==> config.mk <==
export PLATFORM = sky130hd
export DESIGN_NAME = rrv64_tcm_axi_slv_bridge
export DESIGN_NICKNAME = d
export VERILOG_FILES = /design/src/rtl/rrv64_tcm_axi_slv_bridge.sv
export SDC_FILE = /design/constraint.sdc
export NUM_CORES = 1
export LEC_CHECK = 0
export CAP_MARGIN = 20
export CORE_AREA = 2 2 168 170
export CTS_BUF_LIST = sky130_fd_sc_hd__clkbuf_8
export DETAILED_ROUTE_END_ITERATION = 10
export DIE_AREA = 0 0 170 172
export PLACE_DENSITY = 0.71
export SKIP_CTS_REPAIR_TIMING = 1
export SYNTH_ARGS = -nofsm -noshare
export SYNTH_HDL_FRONTEND = slang
export SYNTH_SLANG_ARGS = --single-unit
==> constraint.sdc <==
create_clock -name clk -period 5.8 [get_ports clk]
set_clock_uncertainty 0.2 [all_clocks]
set_input_delay 0.87 -clock clk [delete_from_list [all_inputs] [get_ports clk]]
set_output_delay 0.87 -clock clk [all_outputs]
set_load 0.01 [all_outputs]
==> src/rtl/rrv64_tcm_axi_slv_bridge.sv <==
// AXI4 slave front end of the TCM port: serialises each AR/AW burst beat into one
// TCM request and returns TCM data/errors as AXI R/B responses, one beat at a time.
module rrv64_tcm_axi_slv_bridge #(
  parameter int OUT_UNCORE_AXI_S_TCM_RADDR_WIDTH = 32,
  parameter int OUT_UNCORE_AXI_S_TCM_RID_WIDTH   = 4,
  parameter int OUT_UNCORE_AXI_S_TCM_WDATA_WIDTH = 64,
  parameter int ADDR_W = OUT_UNCORE_AXI_S_TCM_RADDR_WIDTH,
  parameter int ID_W   = OUT_UNCORE_AXI_S_TCM_RID_WIDTH,
  parameter int DATA_W = OUT_UNCORE_AXI_S_TCM_WDATA_WIDTH,
  localparam int STRB_W = DATA_W / 8,
  localparam int AX_W   = ID_W + ADDR_W + 13,
  localparam int W_W    = ID_W + DATA_W + STRB_W + 1,
  localparam int R_W    = ID_W + DATA_W + 3,
  localparam int B_W    = ID_W + 2,
  localparam int REQ_W  = ID_W + 1 + ADDR_W + DATA_W,
  localparam int RSP_W  = ID_W + DATA_W + 2
) (
  input  logic             clk,
  input  logic             rstn,
  input  logic             ar_valid,
  output logic             ar_ready,
  input  logic [AX_W-1:0]  ar,
  output logic             r_valid,
  input  logic             r_ready,
  output logic [R_W-1:0]   r,
  input  logic             aw_valid,
  output logic             aw_ready,
  input  logic [AX_W-1:0]  aw,
  input  logic             w_valid,
  output logic             w_ready,
  input  logic [W_W-1:0]   w,
  output logic             b_valid,
  input  logic             b_ready,
  output logic [B_W-1:0]   b,
  output logic             tcm_req_valid,
  input  logic             tcm_req_ready,
  output logic [REQ_W-1:0] tcm_req,
  input  logic             tcm_resp_valid,
  output logic             tcm_resp_ready,
  input  logic [RSP_W-1:0] tcm_resp
);

  typedef struct packed {
    logic [ID_W-1:0]   id;
    logic [ADDR_W-1:0] addr;
    logic [7:0]        len;
    logic [2:0]        size;
    logic [1:0]        burst;
  } ax_t;

  typedef struct packed {
    logic [ID_W-1:0]   id;
    logic [DATA_W-1:0] data;
    logic [STRB_W-1:0] strb;
    logic              last;
  } w_t;

  typedef struct packed {
    logic [ID_W-1:0]   id;
    logic [DATA_W-1:0] data;
    logic [1:0]        resp;
    logic              last;
  } r_t;

  typedef struct packed {
    logic [ID_W-1:0] id;
    logic [1:0]      resp;
  } b_t;

  typedef struct packed {
    logic [ID_W-1:0]   trans_id;
    logic              wren;
    logic [ADDR_W-1:0] addr;
    logic [DATA_W-1:0] wdata;
  } req_t;

  typedef struct packed {
    logic [ID_W-1:0]   trans_id;
    logic [DATA_W-1:0] rdata;
    logic [1:0]        error;
  } rsp_t;

  typedef enum logic [2:0] {
    IDLE, RD_REQ, RD_WAIT, RD_DATA, WR_DATA, WR_REQ, WR_WAIT, WR_RESP
  } state_e;

  ax_t  ar_s, aw_s;
  w_t   w_s;
  rsp_t rsp_s;
  r_t   r_s;
  b_t   b_s;
  req_t req_s;

  assign ar_s  = ar;
  assign aw_s  = aw;
  assign w_s   = w;
  assign rsp_s = tcm_resp;
  assign r       = r_s;
  assign b       = b_s;
  assign tcm_req = req_s;

  // wid, wlast and the response trans_id play no part in sequencing
  logic unused_ok;
  assign unused_ok = ^{w_s.id, w_s.last, rsp_s.trans_id};

  state_e            state_q, state_d;
  logic              rr_last_q, rr_last_d;
  logic [7:0]        beat_q, beat_d;
  logic [1:0]        err_q, err_d;
  logic [ID_W-1:0]   id_q, id_d;
  logic [ADDR_W-1:0] addr_q, addr_d;
  logic [7:0]        len_q, len_d;
  logic [2:0]        size_q, size_d;
  logic [1:0]        burst_q, burst_d;
  logic [DATA_W-1:0] rdata_q, rdata_d;
  logic [1:0]        rresp_q, rresp_d;
  logic [DATA_W-1:0] wdata_q, wdata_d;

  logic              last_beat;
  logic              bad_burst;
  logic [ADDR_W-1:0] next_addr;

  assign last_beat = (beat_q == len_q);
  // WRAP and the reserved encoding share burst[1]; neither reaches the TCM
  assign bad_burst = burst_q[1];
  assign next_addr = (burst_q == 2'b01) ? addr_q + (ADDR_W'(1) << size_q) : addr_q;

  always_comb begin
    state_d        = state_q;
    rr_last_d      = rr_last_q;
    beat_d         = beat_q;
    err_d          = err_q;
    id_d           = id_q;
    addr_d         = addr_q;
    len_d          = len_q;
    size_d         = size_q;
    burst_d        = burst_q;
    rdata_d        = rdata_q;
    rresp_d        = rresp_q;
    wdata_d        = wdata_q;
    ar_ready       = 1'b0;
    aw_ready       = 1'b0;
    w_ready        = 1'b0;
    r_valid        = 1'b0;
    b_valid        = 1'b0;
    tcm_req_valid  = 1'b0;
    tcm_resp_ready = 1'b0;

    unique case (state_q)
      IDLE: begin
        // rr_last_q=1 means the previous grant went to the read side
        if (rstn && ar_valid && !(aw_valid && rr_last_q)) begin
          ar_ready  = 1'b1;
          rr_last_d = 1'b1;
          id_d      = ar_s.id;
          addr_d    = ar_s.addr;
          len_d     = ar_s.len;
          size_d    = ar_s.size;
          burst_d   = ar_s.burst;
          beat_d    = 8'd0;
          err_d     = 2'b00;
          state_d   = RD_REQ;
        end else if (rstn && aw_valid) begin
          aw_ready  = 1'b1;
          rr_last_d = 1'b0;
          id_d      = aw_s.id;
          addr_d    = aw_s.addr;
          len_d     = aw_s.len;
          size_d    = aw_s.size;
          burst_d   = aw_s.burst;
          beat_d    = 8'd0;
          err_d     = 2'b00;
          state_d   = WR_DATA;
        end
      end
      RD_REQ: begin
        if (bad_burst) begin
          rdata_d = '0;
          rresp_d = 2'b10;
          state_d = RD_DATA;
        end else begin
          tcm_req_valid = 1'b1;
          if (tcm_req_ready) state_d = RD_WAIT;
        end
      end
      RD_WAIT: begin
        tcm_resp_ready = 1'b1;
        if (tcm_resp_valid) begin
          rdata_d = rsp_s.rdata;
          rresp_d = rsp_s.error;
          state_d = RD_DATA;
        end
      end
      RD_DATA: begin
        r_valid = 1'b1;
        if (r_ready) begin
          if (last_beat) begin
            state_d = IDLE;
          end else begin
            addr_d  = next_addr;
            beat_d  = beat_q + 8'd1;
            state_d = RD_REQ;
          end
        end
      end
      WR_DATA: begin
        w_ready = 1'b1;
        if (w_valid) begin
          wdata_d = w_s.data;
          if (&w_s.strb && !bad_burst) begin
            state_d = WR_REQ;
          end else begin
            err_d = 2'b10;
            if (last_beat) begin
              state_d = WR_RESP;
            end else begin
              addr_d = next_addr;
              beat_d = beat_q + 8'd1;
            end
          end
        end
      end
      WR_REQ: begin
        tcm_req_valid = 1'b1;
        if (tcm_req_ready) state_d = WR_WAIT;
      end
      WR_WAIT: begin
        tcm_resp_ready = 1'b1;
        if (tcm_resp_valid) begin
          if (rsp_s.error > err_q) err_d = rsp_s.error;
          if (last_beat) begin
            state_d = WR_RESP;
          end else begin
            addr_d  = next_addr;
            beat_d  = beat_q + 8'd1;
            state_d = WR_DATA;
          end
        end
      end
      WR_RESP: begin
        b_valid = 1'b1;
        if (b_ready) state_d = IDLE;
      end
      default: state_d = IDLE;
    endcase
  end

  // Payloads are driven only in the states that present them, so reset zeroes them
  always_comb begin
    r_s   = '0;
    b_s   = '0;
    req_s = '0;
    if (state_q == RD_DATA) begin
      r_s.id   = id_q;
      r_s.data = rdata_q;
      r_s.resp = rresp_q;
      r_s.last = last_beat;
    end
    if (state_q == WR_RESP) begin
      b_s.id   = id_q;
      b_s.resp = err_q;
    end
    if ((state_q == RD_REQ && !bad_burst) || state_q == WR_REQ) begin
      req_s.trans_id = id_q;
      req_s.wren     = (state_q == WR_REQ);
      req_s.addr     = addr_q;
      req_s.wdata    = (state_q == WR_REQ) ? wdata_q : '0;
    end
  end

  always_ff @(posedge clk or negedge rstn) begin
    if (!rstn) begin
      state_q   <= IDLE;
      rr_last_q <= 1'b0;
      beat_q    <= 8'd0;
      err_q     <= 2'b00;
    end else begin
      state_q   <= state_d;
      rr_last_q <= rr_last_d;
      beat_q    <= beat_d;
      err_q     <= err_d;
    end
  end

  always_ff @(posedge clk) begin
    id_q    <= id_d;
    addr_q  <= addr_d;
    len_q   <= len_d;
    size_q  <= size_d;
    burst_q <= burst_d;
    rdata_q <= rdata_d;
    rresp_q <= rresp_d;
    wdata_q <= wdata_d;
  end

endmodule

==> impl_metrics.tcl, run 1 <==
set metrics [dict create \
    syn_inst 857 \
    p_per_area_nw_per_um2 362 \
    grt_usage_pct 19.9 \
    final_common_cell "clkdlybuf4s50_1" \
    clk_latency_ns 0.46 \
    clockRootBuffer "clkbuf_8" \
    layout_common_cells "clkdlybuf4s50_1 (429), edfxtp_1 (179), and2_1 (175)" \
    yosysSeqAreaShare_pct 57.3 \
    syn_nets 1123 \
    clock_path_buffers 2 \
    finalSetupViolCount 0 \
    postSynth.asyncResetShare_pct 7.25 \
    path_cells "and2b_1 > buf_4 > o21ai_1 > buf_4 > inv_1 > and2_1 > clkdlybuf4s50_1" \
    synth.distinct_cells 58 \
    leakage_nw 5.45 \
    start_util_pct 36.4 \
    ioPinCount 439 \
    synth_area_per_cell_um2 11.7 \
    ys_seq_elements 193 \
    fill_cells 2374 \
    cts_tree "built" \
    placementRows 61 \
    arrival_ns 3.57 \
    seq_area_um2 5730 \
    drtAntennaViolNets 0 \
    ys_warn_count 0 \
    fp.dieArea_um2 29200 \
    h-tree-depth 4 \
    grt_overflow 0 \
    grt_pass1_vias 8046 \
    dpl_cell_area_um2 14600 \
    multi_input_area_um2 3990 \
    status "finished, final reports clean" \
    vias 8075 \
    vdd_drop_max_uv 203 \
    hold_viol 0 \
    io_buffers 429 \
    crit_top_cell "buf_4" \
    worst_pin_slew_ns 1.05 \
    grt_max_degree 76 \
    relSlewSlack_pct 29.8 \
    via_per_inst 4.98 \
    syn-cell-area_um2 9990 \
    cts.sinks 193 \
    max_stage_delay_ns 0.67 \
    syn2layout_area_growth_pct 50.7 \
    synth_edf_count 179 \
    nets 1528 \
    core_area_um2 27500 \
    fmax_ghz 0.216 \
    post_drt_wl_per_cell_um 18.6 \
    timing.final.crit_share_pct 80.0 \
    final_layout_size_suffix_gt1_share_pct 6.75 \
    die_height_um 172 \
    drt_wl_total_mm 30.1 \
    maxCapViolCount 0 \
    remaining_drc_errors 0 \
    antenna_found_initial 1 \
    cp_slowest_cell "dfrtp_1" \
    synth_ff_type "edfxtp_1" \
    rsz0062_at_grt "no" \
    cp_data_required_time_ns 4.73 \
    clk_pin_slew_ns 0.11 \
    place.detailed.hpwl_mm 22.4 \
    drt_iter0_markers 337 \
    cp-end-kind "output port" \
    final_area_um2 15100 \
    gp_congestion 0.783 \
    worstHoldPathType "reg2reg" \
    cp_max_fo 66 \
    fin_crit_ns 4.64 \
    path_class "reg2out" \
    die_w_um 170 \
    final_max_slew_viol_count 0 \
    fin_setup_tns_ns 0 \
    cts_buffers 17 \
    drt_first_pass_iters 4 \
    cp-start-kind "register" \
    grt_pass1_wl_mm 44.7 \
]
logic make-up (layout without fill, tap and decap cells):
kind of cell | Yosys count | count (layout) | share of synthesized area, %
other cells | 0 | 1 | 0
flops | 193 | 193 | 57.3
fa+ha+maj | 12 | 12 | 1.58
simple gates | 398 | 398 | 24.3
compound gates | 128 | 128 | 8.62
xor+xnor | 20 | 20 | 1.75
buf+inv | 75 | 493 | 3.09
mux | 31 | 31 | 3.36
cell usage after synthesis (2+ instances only):
master	number	area [um^2]
edfxtp_1	179	5380
and2_1	176	1100
and3_1	70	438
clkbuf_1	43	161
o21ai_0	29	145
a21oi_1	25	125
nand2_1	23	86.3
a211oi_1	22	165
nor2b_1	22	138
mux2_2	20	225
nand3_1	17	85.1
inv_1	16	60.1
a31oi_1	14	87.6
dfrtp_1	14	350
nor2_1	14	52.6
or3_1	14	87.6
nand4_1	12	75.1
ha_1	11	138
mux2i_1	11	110
xnor2_1	11	96.3
buf_2	10	50.1
o211ai_1	10	75.1
or4_1	10	75.1
nor3_1	9	45.0
xor2_1	9	78.8
o31ai_1	8	60.1
and4_1	6	52.6
a21o_1	5	37.5
nor4_1	5	31.3
nand2b_1	4	25.0
buf_1	3	11.3
nor3b_1	3	22.5
or2_2	3	18.8
a211o_1	2	17.5
and3b_1	2	17.5
buf_6	2	22.5
o221ai_1	2	17.5
path summary, 6_finish.rpt:
| path | startpoint | end | slack, ns | cells past startpoint |
|---|---|---|---|---|
| min in group asynchronous | rstn | err_q[0] | 0.51 | 1 |
| max reg2reg | state_q[2] | addr_q[26] | 2.36 | 7 |
| max | state_q[0] | tcm_req[95] | 1.16 | 7 |
| min reg2reg | err_q[0] | err_q[0] | 0.35 | 1 |
| max in group asynchronous | rstn | beat_q[0] | 4.40 | 2 |
| min | err_q[0] | err_q[0] | 0.35 | 1 |
registers in the layout, indices dropped and copies added, names as in the netlist, 2 cells and up:
signal	count
rdata_q	64
beat_q	8
rresp_q	2
id_q	4
wdata_q	64
addr_q	32
size_q	3
err_q	2
burst_q	2
state_q	3
len_q	8
worst max-delay path: cells and delay by family (launching register included):
kind            cells  cell delay, ns
buf+inv             4            1.88
flops               1            0.67
simple gates        2            0.41
compound gates      1            0.13
layer usage:
| layer | share of wire, % | up-vias | track usage, % |
|---|---|---|---|
| met2 | 50 | 288 | 34.7 |
| met5 | 0 | - | 0 |
| met1 | 40 | 3810 | 23.7 |
| met4 | 1.5 | 0 | 4.76 |
| li1 | - | 3955 | - |
| met3 | 8.6 | 22 | 7.00 |
cell type report:
class | instances | area share [%]
well taps | 346 | 2.87
clock buffers | 17 | 1.55
flip-flops and latches | 193 | 38.0
repair buffers | 444 | 29.5
multi-input cells | 589 | 26.5
inverters | 17 | 0.424
diodes | 1 | 0.0166
clock inverters | 15 | 1.12
metrics by stage:
step / hold WS, ns / util [%] / power (W) / setup slack [ns] / cells
final: 0.351 / 54.8 / 0.00546 / 1.16 / 1622
after global routing: 0.372 / 54.8 / 0.00582 / 0.875 / 1621
after CTS: 0.357 / 54.6 / 0.00551 / 1.12 / 1618
after detailed placement: 0.334 / 53.1 / 0.00459 / 1.53 / 1586
after global placement: 0.316 / 53.1 / 0.00456 / 1.58 / 1586
after floorplan: 0.250 / - / 0.00351 / 0.997 / 857
where the power goes:
group / internal, W / leakage [nW] / total (W) / switching [W]
sequential: 0.00200 / 1.83 / 0.00220 / 0.000202
clock: 0.000327 / 0.200 / 0.000894 / 0.000567
combinational: 0.00111 / 3.43 / 0.00236 / 0.00126
total: 0.00343 / 5.45 / 0.00546 / 0.00202
Note: power is estimated with default switching activity, not from simulation.
==> run 2, diff against run 1 <==
clock period = 4.63 ns   (was 5.8 ns; I/O delays follow)
==> impl_metrics.tcl, run 2 (synthesis results as in run 1) <==
set metrics [dict create \
    final_cells 1621 \
    fin_util_pct 54.7 \
    post_drt_wl_per_cell_um 18.6 \
    io_buffers 429 \
    status "finished, final reports clean" \
    cp-end-kind "output port" \
    fp.dieArea_um2 29200 \
    remaining_drc_errors 0 \
    clk_latency_ns 0.46 \
    grt_pass1_wl_mm 44.2 \
    fin_crit_ns 3.85 \
    cts_buffers 17 \
    placementRows 61 \
    cp_top_family "buffers and inverters" \
    arrival_ns 2.96 \
    cp-start-kind "register" \
    gp_congestion 0.825 \
    p_per_area_nw_per_um2 454 \
    syn2layout_area_growth_pct 50.5 \
    critical_path_buf_inv_count 2 \
    antenna_found_initial 2 \
    fmax_ghz 0.260 \
    worst_pin_slew_ns 0.919 \
    relSlewSlack_pct 38.7 \
    cts.sinks 193 \
    clk_pin_slew_ns 0.11 \
    ioPinCount 439 \
    grt_overflow 0 \
    path_cells "and3b_2 > buf_4 > and2_1 > clkdlybuf4s50_1" \
    largestRegisters "rdata_q: 64 flops, wdata_q: 64 flops, addr_q: 32 flops" \
    timing.final.crit_share_pct 83.2 \
    cp_data_required_time_ns 3.74 \
    final_layout_size_suffix_gt1_share_pct 6.75 \
    vdd_drop_max_uv 313 \
    final_max_slew_viol_count 0 \
    final_common_cell "clkdlybuf4s50_1" \
    via_per_inst 4.99 \
    r2r_start "state_q[1]" \
    fin_setup_tns_ns 0 \
    drtAntennaViolNets 0 \
    drt_iter0_markers 318 \
    grt_max_degree 79 \
    cp_slowest_cell "dfrtp_1" \
    grt_usage_pct 19.8 \
    path_class "reg2out" \
    leakage_nw 5.45 \
    max_stage_delay_ns 0.67 \
    nets 1527 \
    core_area_um2 27500 \
    power.total_w 0.00683 \
    drt_first_pass_iters 5 \
    critPathLaunch "state_q[1]" \
    finalSetupViolCount 0 \
    hold_viol 0 \
    start_util_pct 36.4 \
    cts_tree "built" \
    drt_wl_total_mm 30.2 \
    vias 8088 \
    place.detailed.hpwl_mm 22.2 \
    h-tree-depth 4 \
    maxCapViolCount 0 \
    die_height_um 172 \
    clock_path_buffers 2 \
    cp_max_fo 42 \
    layout_common_cells "clkdlybuf4s50_1 (429), edfxtp_1 (179), and2_1 (175)" \
    die_w_um 170 \
    grt_pass1_vias 7823 \
    dpl.cell_count 1587 \
    clockRootBuffer "clkbuf_8" \
    worstHoldPathType "in2async" \
    rsz0062_at_grt "no" \
]
run 2: area by class of cell:
type | instances | area (um^2)
clock buffers | 17 | 234
clock inverters | 15 | 165
fillers | 2413 | 12400
inverters | 17 | 63.8
repair buffers | 443 | 4420
well taps | 346 | 433
flip-flops and latches | 193 | 5730
multi-input cells | 589 | 3990
diodes | 1 | 2.50
run 2: worst paths after layout:
| check | depth (start not counted) | slack [ns] | to |
|---|---|---|---|
| worst max-delay path | 4 | 0.78 | r[57] |
| worst min-delay path | 1 | 0.25 | rr_last_q |
| worst max register to register | 6 | 1.39 | addr_q[1] |
| max in group asynchronous | 2 | 3.53 | state_q[2] |
| min in group clk | 1 | 0.35 | rr_last_q |
| worst min register to register | 1 | 0.35 | rr_last_q |
run 2: routing by layer:
layer / wire (um) / global-route usage [%]
met2: 15100 / 34.4
met1: 12200 / 23.6
met4: 339 / 4.98
met5: 0 / 0
met3: 2520 / 6.80
run 2: power breakdown:
part | switching (W) | total (W) | internal [W]
combinational | 0.00158 | 0.00296 | 0.00138
clock | 0.000715 | 0.00113 | 0.000410
sequential | 0.000241 | 0.00275 | 0.00251
total | 0.00253 | 0.00683 | 0.00430
run 2: stage by stage:
stage / setup slack [ns] / hold WS, ns / instance area (um^2)
detailed placement: 1.07 / 0.335 / 14600
CTS: 0.665 / 0.195 / 15000
floorplan: 0.00255 / 0.199 / 9990
finish: 0.779 / 0.249 / 15000
global placement: 1.08 / 0.321 / 14600
global route: 0.545 / 0.215 / 15000
==> run 3, diff against run 2 <==
clock period = 4 ns   (was 4.63 ns; I/O delays follow)
==> impl_metrics.tcl, run 3 (synthesis results as in run 1) <==
set metrics [dict create \
    status "finished, final reports clean" \
    r2r_start "size_q[1]" \
    arrival_ns 2.80 \
    grt_overflow 0 \
    p_per_area_nw_per_um2 529 \
    nets 1532 \
    cp-start-kind "register" \
    fill_cells 2379 \
    cp-end-kind "output port" \
    gp_congestion 0.839 \
    cp_slowest_cell "dfrtp_1" \
    drtAntennaViolNets 0 \
    worstHoldPathType "in2async" \
    h-tree-depth 4 \
    hold_viol 0 \
    critical_path_buf_inv_count 2 \
    core_area_um2 27500 \
    finalSetupViolCount 0 \
    grt_pass1_vias 8047 \
    path_class "reg2out" \
    fp.dieArea_um2 29200 \
    ioPinCount 439 \
    final_layout_size_suffix_gt1_share_pct 7.19 \
    drt_iter0_markers 380 \
    post_drt_wl_per_cell_um 19.2 \
    largestRegisters "rdata_q: 64 flops, wdata_q: 64 flops, addr_q: 32 flops" \
    whs_ns 0.288 \
    leakage_nw 5.47 \
    vdd_drop_max_uv 232 \
    antenna_found_initial 0 \
    cts_buffers 17 \
    io_buffers 429 \
    clk_pin_slew_ns 0.11 \
    clock_path_buffers 2 \
    vias 8186 \
    worst_pin_slew_ns 0.976 \
    relSlewSlack_pct 34.7 \
    placementRows 61 \
    grt_pass1_wl_mm 45.5 \
    fin_crit_ns 3.60 \
    cp_data_required_time_ns 3.20 \
    cts.sinks 193 \
    maxCapViolCount 0 \
    clk_latency_ns 0.46 \
    cts_tree "built" \
    die_w_um 170 \
    fin_setup_tns_ns 0 \
    rsz0062_at_grt "no" \
    die_height_um 172 \
    drt_wl_total_mm 31.2 \
    r2r_slack_ns 0.74 \
    place.detailed.hpwl_mm 23.1 \
    drt_first_pass_iters 7 \
    fmax_ghz 0.278 \
    grt_max_degree 72 \
    final_max_slew_viol_count 0 \
    clockRootBuffer "clkbuf_8" \
    grt_usage_pct 20.3 \
    syn2layout_area_growth_pct 50.8 \
    cp_max_fo 32 \
    via_per_inst 5.03 \
    final_common_cell "clkdlybuf4s50_1" \
    start_util_pct 36.4 \
    r2r_end "addr_q[26]" \
    remaining_drc_errors 0 \
    timing.final.crit_share_pct 89.9 \
    fin_util_pct 54.8 \
    path_cells "and3b_2 > buf_4 > and2_1 > clkdlybuf4s50_1" \
    layout_common_cells "clkdlybuf4s50_1 (429), edfxtp_1 (179), and2_1 (175)" \
    rr_worst_depth 7 \
    max_stage_delay_ns 0.68 \
    cp_top_family "buffers and inverters" \
]
[run 3: cell type report]
class                      count  area (um^2)  share of cell area [%]
antenna                        1         2.50                  0.0166
inverter                      17         63.8                   0.424
clock inverter                15          161                    1.07
multi-input combinational    589         3990                    26.5
clock buffer                  17          234                    1.55
sequential                   193         5730                    38.0
timing repair buffer         448         4450                    29.5
tap                          346          433                    2.87
[run 3: how the worst max path moves through the flow]
stage                    start         end  depth (start not counted)
floorplan             ar_valid   addr_q[0]                          6
global placement      aw_valid   addr_q[9]                          7
detailed placement    aw_valid  addr_q[23]                          7
CTS                 state_q[0]       r[48]                          4
global route        state_q[0]        r[0]                          4
finish              state_q[0]       r[48]                          4
[run 3: per-layer routing]
| metal | global-route usage [%] | part of all wire [%] | up-vias |
|---|---|---|---|
| met5 | 0 | 0 | - |
| met4 | 4.42 | 1.0 | 0 |
| met3 | 6.84 | 8.5 | 18 |
| met2 | 36.1 | 51 | 304 |
| met1 | 24.0 | 40 | 3909 |
| li1 | - | - | 3955 |
[run 3: power breakdown]
group	leakage [nW]	internal (W)	switching [W]	total, W
clock	0.203	0.000475	0.000830	0.00131
combinational	3.44	0.00162	0.00185	0.00347
sequential	1.83	0.00290	0.000287	0.00318
total	5.47	0.00499	0.00297	0.00796
[run 3: per-stage QoR]
stage | instances | instance area [um^2] | total power (W) | worst slack, ns
floorplan | 857 | 9990 | 0.00508 | 0.334
global placement | 1593 | 14700 | 0.00666 | 0.588
detailed placement | 1593 | 14700 | 0.00672 | 0.520
CTS | 1625 | 15100 | 0.00805 | 0.330
global route | 1625 | 15100 | 0.00846 | 0.148
finish | 1626 | 15100 | 0.00796 | 0.405
